$ cat src/rtl/pattern_tx_if.sv
// Payload handshake and serial link bundle for pattern_tx.
//
// Signals:
//   in_valid    producer -> tx   payload word offered
//   in_data     producer -> tx   payload word (DATA_W bits)
//   in_ready    tx -> producer   transmitter can take a word this cycle
//   out         tx -> link       serial bit
//   out_valid   tx -> link       out carries a sync or payload bit
//   frame_start tx -> link       pulse with the first sync bit
//   frame_end   tx -> link       pulse with the last payload bit
//   busy        tx -> producer   transmitter not idle
//
// Modports:
//   master  the producer / link observer side
//   slave   the transmitter side
interface pattern_tx_if #(
  parameter int unsigned DATA_W = 8
) ();

  logic              in_valid;
  logic [DATA_W-1:0] in_data;
  logic              in_ready;
  logic              out;
  logic              out_valid;
  logic              frame_start;
  logic              frame_end;
  logic              busy;

  modport master (
    output in_valid,
    output in_data,
    input  in_ready,
    input  out,
    input  out_valid,
    input  frame_start,
    input  frame_end,
    input  busy
  );

  modport slave (
    input  in_valid,
    input  in_data,
    output in_ready,
    output out,
    output out_valid,
    output frame_start,
    output frame_end,
    output busy
  );

endinterface

$ cat src/rtl/pattern_tx.sv
// Framed serial transmitter.
//
// Takes one payload word over a valid/ready handshake and sends, one bit per clock:
// the sync pattern (MSB first), the payload (MSB first), then GAP_LEN forced-zero
// idle bit times. The handshake cycle itself is always an idle cycle, so back-to-back
// frames start every 1 + SYNC_LEN + DATA_W + GAP_LEN cycles.
//
// Ports:
//   clk  rising-edge clock
//   rst  synchronous, active-high reset
//   bus  pattern_tx_if.slave: in_valid/in_data/in_ready handshake, registered serial
//        outputs out/out_valid/frame_start/frame_end, and busy (decoded from state,
//        as is in_ready).
//
// The payload is not bit-stuffed; a payload containing the sync pattern can alias at
// a downstream detector.
module pattern_tx #(
  parameter int unsigned         SYNC_LEN = 5,
  parameter logic [SYNC_LEN-1:0] SYNC_PAT = 5'b10010,
  parameter int unsigned         DATA_W   = 8,
  parameter int unsigned         GAP_LEN  = 2
) (
  input  logic         clk,
  input  logic         rst,
  pattern_tx_if.slave  bus
);

  localparam int unsigned FRAME_W  = SYNC_LEN + DATA_W;
  localparam int unsigned MAX_SD   = (SYNC_LEN > DATA_W) ? SYNC_LEN : DATA_W;
  localparam int unsigned MAX_LEN  = (MAX_SD > GAP_LEN) ? MAX_SD : GAP_LEN;
  localparam int unsigned CNT_W    = $clog2(MAX_LEN + 1);

  // Counter reload values: the index of the last bit time of each state.
  localparam logic [CNT_W-1:0] SYNC_LAST = CNT_W'(SYNC_LEN - 1);
  localparam logic [CNT_W-1:0] DATA_LAST = CNT_W'(DATA_W - 1);
  localparam logic [CNT_W-1:0] GAP_LAST  = (GAP_LEN > 0) ? CNT_W'(GAP_LEN - 1) : '0;
  localparam logic [CNT_W-1:0] CNT_ONE   = CNT_W'(1);

  // Elaboration-time range checks on the parameters.
  if (SYNC_LEN < 1 || SYNC_LEN > 16) begin : g_bad_sync_len
    $error("pattern_tx: SYNC_LEN must be in 1..16");
  end
  if (DATA_W < 1 || DATA_W > 32) begin : g_bad_data_w
    $error("pattern_tx: DATA_W must be in 1..32");
  end
  if (GAP_LEN > 15) begin : g_bad_gap_len
    $error("pattern_tx: GAP_LEN must be in 0..15");
  end

  typedef enum logic [1:0] {
    StIdle = 2'b00,
    StSync = 2'b01,
    StData = 2'b10,
    StGap  = 2'b11
  } state_e;

  state_e               state_q;
  logic [CNT_W-1:0]     cnt_q;
  logic [FRAME_W-1:0]   shift_q;
  logic                 out_q;
  logic                 out_valid_q;
  logic                 frame_start_q;
  logic                 frame_end_q;

  // Sync pattern and payload are loaded together so a single shift register feeds
  // both the SYNC and DATA phases; the counter only marks the phase boundaries.
  logic [FRAME_W-1:0]   frame_load;
  assign frame_load = {SYNC_PAT, bus.in_data};

  always_ff @(posedge clk) begin
    if (rst) begin
      state_q       <= StIdle;
      cnt_q         <= '0;
      shift_q       <= '0;
      out_q         <= 1'b0;
      out_valid_q   <= 1'b0;
      frame_start_q <= 1'b0;
      frame_end_q   <= 1'b0;
    end else begin
      // Both markers are single-cycle pulses unless set below.
      frame_start_q <= 1'b0;
      frame_end_q   <= 1'b0;
      case (state_q)
        StIdle: begin
          out_q       <= 1'b0;
          out_valid_q <= 1'b0;
          if (bus.in_valid) begin
            // The first sync bit goes out on the capture edge itself.
            state_q       <= StSync;
            cnt_q         <= SYNC_LAST;
            shift_q       <= frame_load << 1;
            out_q         <= frame_load[FRAME_W-1];
            out_valid_q   <= 1'b1;
            frame_start_q <= 1'b1;
          end
        end

        StSync: begin
          // Whether or not this is the last sync bit, the next bit is the MSB of
          // what remains in the shift register.
          out_q       <= shift_q[FRAME_W-1];
          out_valid_q <= 1'b1;
          shift_q     <= shift_q << 1;
          if (cnt_q == '0) begin
            state_q     <= StData;
            cnt_q       <= DATA_LAST;
            frame_end_q <= (DATA_W == 1);
          end else begin
            cnt_q <= cnt_q - 1'b1;
          end
        end

        StData: begin
          if (cnt_q == '0) begin
            // Last payload bit is on the line now; drop to gap or idle.
            out_q       <= 1'b0;
            out_valid_q <= 1'b0;
            if (GAP_LEN > 0) begin
              state_q <= StGap;
              cnt_q   <= GAP_LAST;
            end else begin
              state_q <= StIdle;
              cnt_q   <= '0;
            end
          end else begin
            out_q       <= shift_q[FRAME_W-1];
            out_valid_q <= 1'b1;
            shift_q     <= shift_q << 1;
            cnt_q       <= cnt_q - 1'b1;
            frame_end_q <= (cnt_q == CNT_ONE);
          end
        end

        StGap: begin
          out_q       <= 1'b0;
          out_valid_q <= 1'b0;
          if (cnt_q == '0) begin
            state_q <= StIdle;
          end else begin
            cnt_q <= cnt_q - 1'b1;
          end
        end

        default: begin
          state_q       <= StIdle;
          cnt_q         <= '0;
          shift_q       <= '0;
          out_q         <= 1'b0;
          out_valid_q   <= 1'b0;
          frame_start_q <= 1'b0;
          frame_end_q   <= 1'b0;
        end
      endcase
    end
  end

  assign bus.in_ready    = (state_q == StIdle);
  assign bus.busy        = (state_q != StIdle);
  assign bus.out         = out_q;
  assign bus.out_valid   = out_valid_q;
  assign bus.frame_start = frame_start_q;
  assign bus.frame_end   = frame_end_q;

endmodule

$ cat src/flat_wrapper.sv
// flat-port wrapper written by rule: the top's interface ports become plain ports
module pattern_tx_flat 
#(
  parameter int unsigned         SYNC_LEN = 5,
  parameter logic [SYNC_LEN-1:0] SYNC_PAT = 5'b10010,
  parameter int unsigned         DATA_W   = 8,
  parameter int unsigned         GAP_LEN  = 2
)
  (clk, rst, bus_in_valid, bus_in_data, bus_in_ready, bus_out, bus_out_valid, bus_frame_start, bus_frame_end, bus_busy);
  pattern_tx_if #(.DATA_W(DATA_W)) bus_i ();
  input  logic clk;
  input  logic rst;
  input wire logic [$bits(bus_i.in_valid)-1:0] bus_in_valid;
  input wire logic [$bits(bus_i.in_data)-1:0] bus_in_data;
  output wire logic [$bits(bus_i.in_ready)-1:0] bus_in_ready;
  output wire logic [$bits(bus_i.out)-1:0] bus_out;
  output wire logic [$bits(bus_i.out_valid)-1:0] bus_out_valid;
  output wire logic [$bits(bus_i.frame_start)-1:0] bus_frame_start;
  output wire logic [$bits(bus_i.frame_end)-1:0] bus_frame_end;
  output wire logic [$bits(bus_i.busy)-1:0] bus_busy;
  assign bus_i.in_valid = bus_in_valid;
  assign bus_i.in_data = bus_in_data;
  assign bus_in_ready = bus_i.in_ready;
  assign bus_out = bus_i.out;
  assign bus_out_valid = bus_i.out_valid;
  assign bus_frame_start = bus_i.frame_start;
  assign bus_frame_end = bus_i.frame_end;
  assign bus_busy = bus_i.busy;
  pattern_tx #(.SYNC_LEN(SYNC_LEN), .SYNC_PAT(SYNC_PAT), .DATA_W(DATA_W), .GAP_LEN(GAP_LEN)) u_core (.clk(clk), .rst(rst), .bus(bus_i));
endmodule
$ cat config.mk
export PLATFORM = sky130hd
export DESIGN_NAME = pattern_tx_flat
export DESIGN_NICKNAME = d
export VERILOG_FILES = /design/src/rtl/pattern_tx_if.sv /design/src/rtl/pattern_tx.sv /design/src/flat_wrapper.sv
export SDC_FILE = /design/constraint.sdc
export NUM_CORES = 1
export LEC_CHECK = 0
export CORE_MARGIN = 4
export CORE_UTILIZATION = 55
export DETAILED_ROUTE_END_ITERATION = 8
export PLACE_DENSITY = 0.81
export SYNTH_ARGS = -nofsm -noshare
export SYNTH_HDL_FRONTEND = slang
export SYNTH_SLANG_ARGS = --single-unit
$ cat constraint.sdc
create_clock -name clk -period 5.1 [get_ports clk]
set_clock_uncertainty 0.2 [all_clocks]
set_input_delay 1.02 -clock clk [delete_from_list [all_inputs] [get_ports clk]]
set_output_delay 1.02 -clock clk [all_outputs]
set_load 0.02 [all_outputs]
# ---- Yosys cells after proc, flatten, opt, wreduce, memory -nomap -nowiden
# Cells that the tools add are included.
dict set report word_totals {
  inputBits 11
  reg_bits 23
}
dict set report op_classes {
  n_eq_ne 10
  n_mux 18
  n_reduce_logical 9
  bitwise 2
  n_addsub 1
}
# op n
set ops {}
lappend ops {{$pmux 13 s3} 1}
lappend ops {{$mux 13} 2}
lappend ops {{$mux 4} 4}
lappend ops {{$pmux 4 s4} 1}
lappend ops {{$mux 2} 4}
lappend ops {{$pmux 1 s4} 2}
lappend ops {{$pmux 2 s4} 1}
lappend ops {{$ne 2x1->1 const B} 3}
lappend ops {{$ne 2x2->1 const B} 3}
lappend ops {{$eq 2x2->1 const B} 2}
lappend ops {{$eq 4x1->1 const B} 1}
lappend ops {{$logic_not 4->1} 1}
lappend ops {{$reduce_and 4->1} 1}
lappend ops {{$sub 4x1->4 const B} 1}
lappend ops {{$mux 1} 3}
lappend ops {{$reduce_and 3->1} 1}
lappend ops {{$reduce_bool 3->1} 1}
lappend ops {{$reduce_or 3->1} 1}
lappend ops {{$eq 2x1->1 const B} 1}
lappend ops {{$logic_not 2->1} 1}
lappend ops {{$not 1->1} 2}
lappend ops {{$reduce_and 2->1} 1}
lappend ops {{$reduce_bool 2->1} 1}
lappend ops {{$reduce_or 2->1} 1}

# ---- Longest topological paths before layout
dict set report logic_depth {
  word_depth 3
  ltp_mapped 7
  mapped_depth_nobuf 5
}

# ---- Least setup slack after synthesis
# OpenSTA, ideal clock, no wires.
dict set report synth_path {
  kind {reg-to-output}
  start {register u_core.state_q[0]}
  end {output bus_busy}
  arrival_ns 1.093
  stages_incl_launch_ff 5
  path_slack_ns 2.787
  path_cell_list {dfxtp_1 > inv_1 > ha_1 > clkbuf_1 > inv_1}
}
dict set report synth_via {
  elab_chain_len 1
}
# item line_no
set synth_rtl {}
lappend synth_rtl {{from (decl)} pattern_tx.sv:57} ;# state_e state_q;
lappend synth_rtl {{from (signal assigned)} pattern_tx.sv:72} ;# state_q <= StIdle;
lappend synth_rtl {{from (signal assigned)} pattern_tx.sv:89} ;# state_q <= StSync;
lappend synth_rtl {{from (signal assigned)} pattern_tx.sv:105} ;# state_q <= StData;
lappend synth_rtl {{$reduce_bool 2->1} pattern_tx.sv:158} ;# assign bus.busy = (state_q != StIdle);
lappend synth_rtl {{to (decl)} flat_wrapper.sv:20} ;# output wire logic [$bits(bus_i.busy)-1:0] bus_busy;
# Every way passes these cells.

# ---- Worst setup path after layout
# Same ends and word-level chain as after synthesis.

==> metrics.md <==
| Metric | Value |
|---|---|
| Async SR Flop Fraction | 0% |
| Most frequent cells in the layout | dfxtp_1, clkdlybuf4s50_1, inv_1 |
| Seq/Total Area, Yosys | 35.9% |
| Crit path max-delay family | buffers and inverters |
| Fillers | approximately 170 |
| Gpl congestion | 0.846 |
| Area growth from synthesis to layout | 15.7% |
| Synth warn | 0 |
| Post-route minimum period | 3.11 ns |
| Vias | 980 |
| HP Start | u_core.shift_q[5]$_SDFFE_PP0P_ |
| VDD IR max | approximately 0.47 mV |
| Slowest library cell on the worst path | clkdlybuf4s50_1 |
| Worst-path clk slew | 0.13 ns |
| Inst Count DP | 161 |
| CTS buffer count | 3 |
| Top_reg_cell synth | dfxtp_1 |
| Synth cell types | 36 |
| Most common cell after layout, fill and taps aside | dfxtp_1 |
| Slew Viols, Final | 0 |
| Clk buf depth | 2 |
| IO Pins | 17 |
| Die area | 0.00305 mm² |
| Pwr Density | 648 mW/mm² |
| Pre-antenna DRT Iters | 4 |
| Crit path kind | reg -> out |
| CP endpoint kind | output pin |
| CP Buf/Inv Count | 3 |
| Number of global-route vias before repair | 942 |
| Hold crit path type | reg -> reg |
| Via density | 5.94 |
| Share of layout cells above drive strength 1 | between 15 and 20% |
| Arr. time, crit path | 1.89 ns |
| Post-CTS Setup Repair Bufs | 0 |
| Reg-to-reg slack, setup | 2.32 ns |
| CP Max Fanout | 9 |
| Ant diodes | 0 |
| Pleak | roughly 0.53 nW |
| Die Wd | between 50 and 60 µm |
| Clk_lat worst skew | approximately 0.31 ns |
| Reg2reg start | u_core.state_q[1]$_SDFFE_PP0P_ |
| CTS root buffer | clkbuf_4 |
| Largest net degree at the start of global routing | 28 |
| Final setup violation count | 0 |
| Type of origin of the critical path | flop |
| Hold_buf cts | 0 |
| Die Height | between 50 and 60 µm |
| Cell mode on critical path | inv_1 |
| Multi-input gate area | 669 µm² |
| Post-synth EDFFs | 0 |
| Worst Max-Slew Pin Slew | about 0.96 ns |
| Syn nets | 146 |
| Routed length per placed instance | 14.6 µm |
| Max-Cap Viols | 0 |
| Max_slew headroom | a little over a third |
| Sink Count | 22 |
| Site row count | 16 |
| HPWL Detailed | 1670 µm |
| GRT overflow | 0 |
| Cell area after synthesis | 0.00123 mm² |
| CTS tree | built |
| Post-CTS sizing | 0 |
| Mean post-synth cell area | 9.51 µm² |
| CP peak stage delay | about 0.62 ns |
| Drt drc | 0 |
| Status | finished, final reports clean |
| Register bit total from synthesis | 22 |
| Min-Delay Path Depth | 2 |
| Worst path depth | 4 |
| CP Cell Sequence | inv_1 > ha_1 > inv_1 > clkdlybuf4s50_1 |
| Final hold viol count | 0 |
| All-Layer GR Usage | 16.2% |
| Core Area | 0.00204 mm² |
| Reg2Reg Depth | 5 |
| Worst Setup Slack, final | between 1.5 and 2 ns |
| # port buffers | 16 |
| RR Endpoint | u_core.shift_q[9]$_SDFFE_PP0P_ |
| Nets | ~160 |
| Final ANT Viol Nets | 0 |
| Storage element area | 440 µm² |
| Total power | 0.920 mW |
| First-pass GRT wire length | 4150 µm |
| Fmax | 0.322 GHz |
| Synth Instances | 129 |
| Placement Setup Slack | 1.78 ns |
| Setup TNS | 0 ns |
| Worst hold endpoint | u_core.shift_q[5]$_SDFFE_PP0P_ |
| Fin crit share | between 60% and 70% |
| RSZ-0062 raised after global routing | no |
| CP required | 3.88 ns |
| Initial antenna violation count | 0 |
| Initial Util | 60.1% |
| Post-Layout Cell Count | between 150 and 200 |
| Drt total wl | around 2400 µm |
| CTS H-tree lvls | 1 |
| Drt initial violations | 42 |
-- through the flow --
stage	hold WS, ns	utilization, %	area (µm²)
after global placement	0.240	67.0	1370
after detailed placement	0.256	67.0	1370
after CTS	0.272	69.5	1420
after floorplan	0.230	-	1230
final	0.272	69.5	1420
after global routing	0.302	69.5	1420
-- flip-flops by register name, summed over array words and instances (netlist names) --
name,cells
u_core.bus.frame_start,1
u_core.bus.out_valid,1
u_core.cnt_q,4
u_core.shift_q,12
u_core.state_q,2
u_core.bus.frame_end,1
u_core.bus.out,1
-- tightest hold or removal path: stages (launching register included) --
cell and delay, ns:
dfxtp_1 0.33, inv_1 0.06, a211oi_2 0.05
-- cell usage after synthesis, drive strengths merged (2+ instances only) --
library cell  number  area [µm²]
or3b               2        17.5
o21ai              2        10.0
o2111ai            2        17.5
ha                 6        75.1
nor4bb             2        20.0
mux2               7        78.8
clkbuf             5        18.8
a32o               2        20.0
buf                7        42.5
nand2b             7        43.8
inv               15        56.3
nor3               3        15.0
nor2               2        7.51
or3                2        12.5
nor4               9        56.3
dfxtp             22         440
a211oi            11         113
a21oi              2        10.0
nand3b             3        22.5
mux2i              5        50.1
nand2              3        11.3
-- per-layer routing --
metal	routed length (µm)	vias to the layer above	GRT usage, %
li1	-	483	-
met1	1100	455	20.1
met2	1110	36	28.0
met3	165	6	3.26
met4	38	0	4.86
met5	0	-	0
-- power by group --
part           internal (mW)  switching [mW]
logic                  0.231           0.276
registers              0.235          0.0430
clock network         0.0795          0.0553
-- cell type report --
type | count | area share (%)
clock buffers | 3 | 1.59
clock inverters | 1 | 2.11
inverters | 15 | 3.96
multi-input cells | 80 | 47.1
flip-flops and latches | 22 | 31.0
well taps | 27 | 2.38
repair buffers | 17 | 11.8
-- kinds of logic after synthesis --
kind of cell | synth area share [%]
muxes | 10.5
and+or+nand+nor | 19.1
buffers and inverters | 9.58
adders and majority gates | 6.12
DFF | 35.9
AOI/OAI and AO/OA | 18.9
-- how the worst max path moves through the flow --
| stage | start | end | slack, ns |
|---|---|---|---|
| 2_1_floorplan | u_core.state_q[0]$_SDFFE_PP0P_ | bus_busy | 2.79 |
| 3_3_place_gp | bus_in_valid | u_core.shift_q[3]$_SDFFE_PP0P_ | 1.86 |
| 3_5_place_dp | bus_in_valid | u_core.shift_q[9]$_SDFFE_PP0P_ | 1.78 |
| 4_1_cts | u_core.state_q[1]$_SDFFE_PP0P_ | bus_busy | 2.01 |
| 5_1_grt | u_core.state_q[1]$_SDFFE_PP0P_ | bus_busy | 1.88 |
| 6_report | u_core.state_q[0]$_SDFFE_PP0P_ | bus_busy | 1.99 |
(Power assumes the default switching activity.)
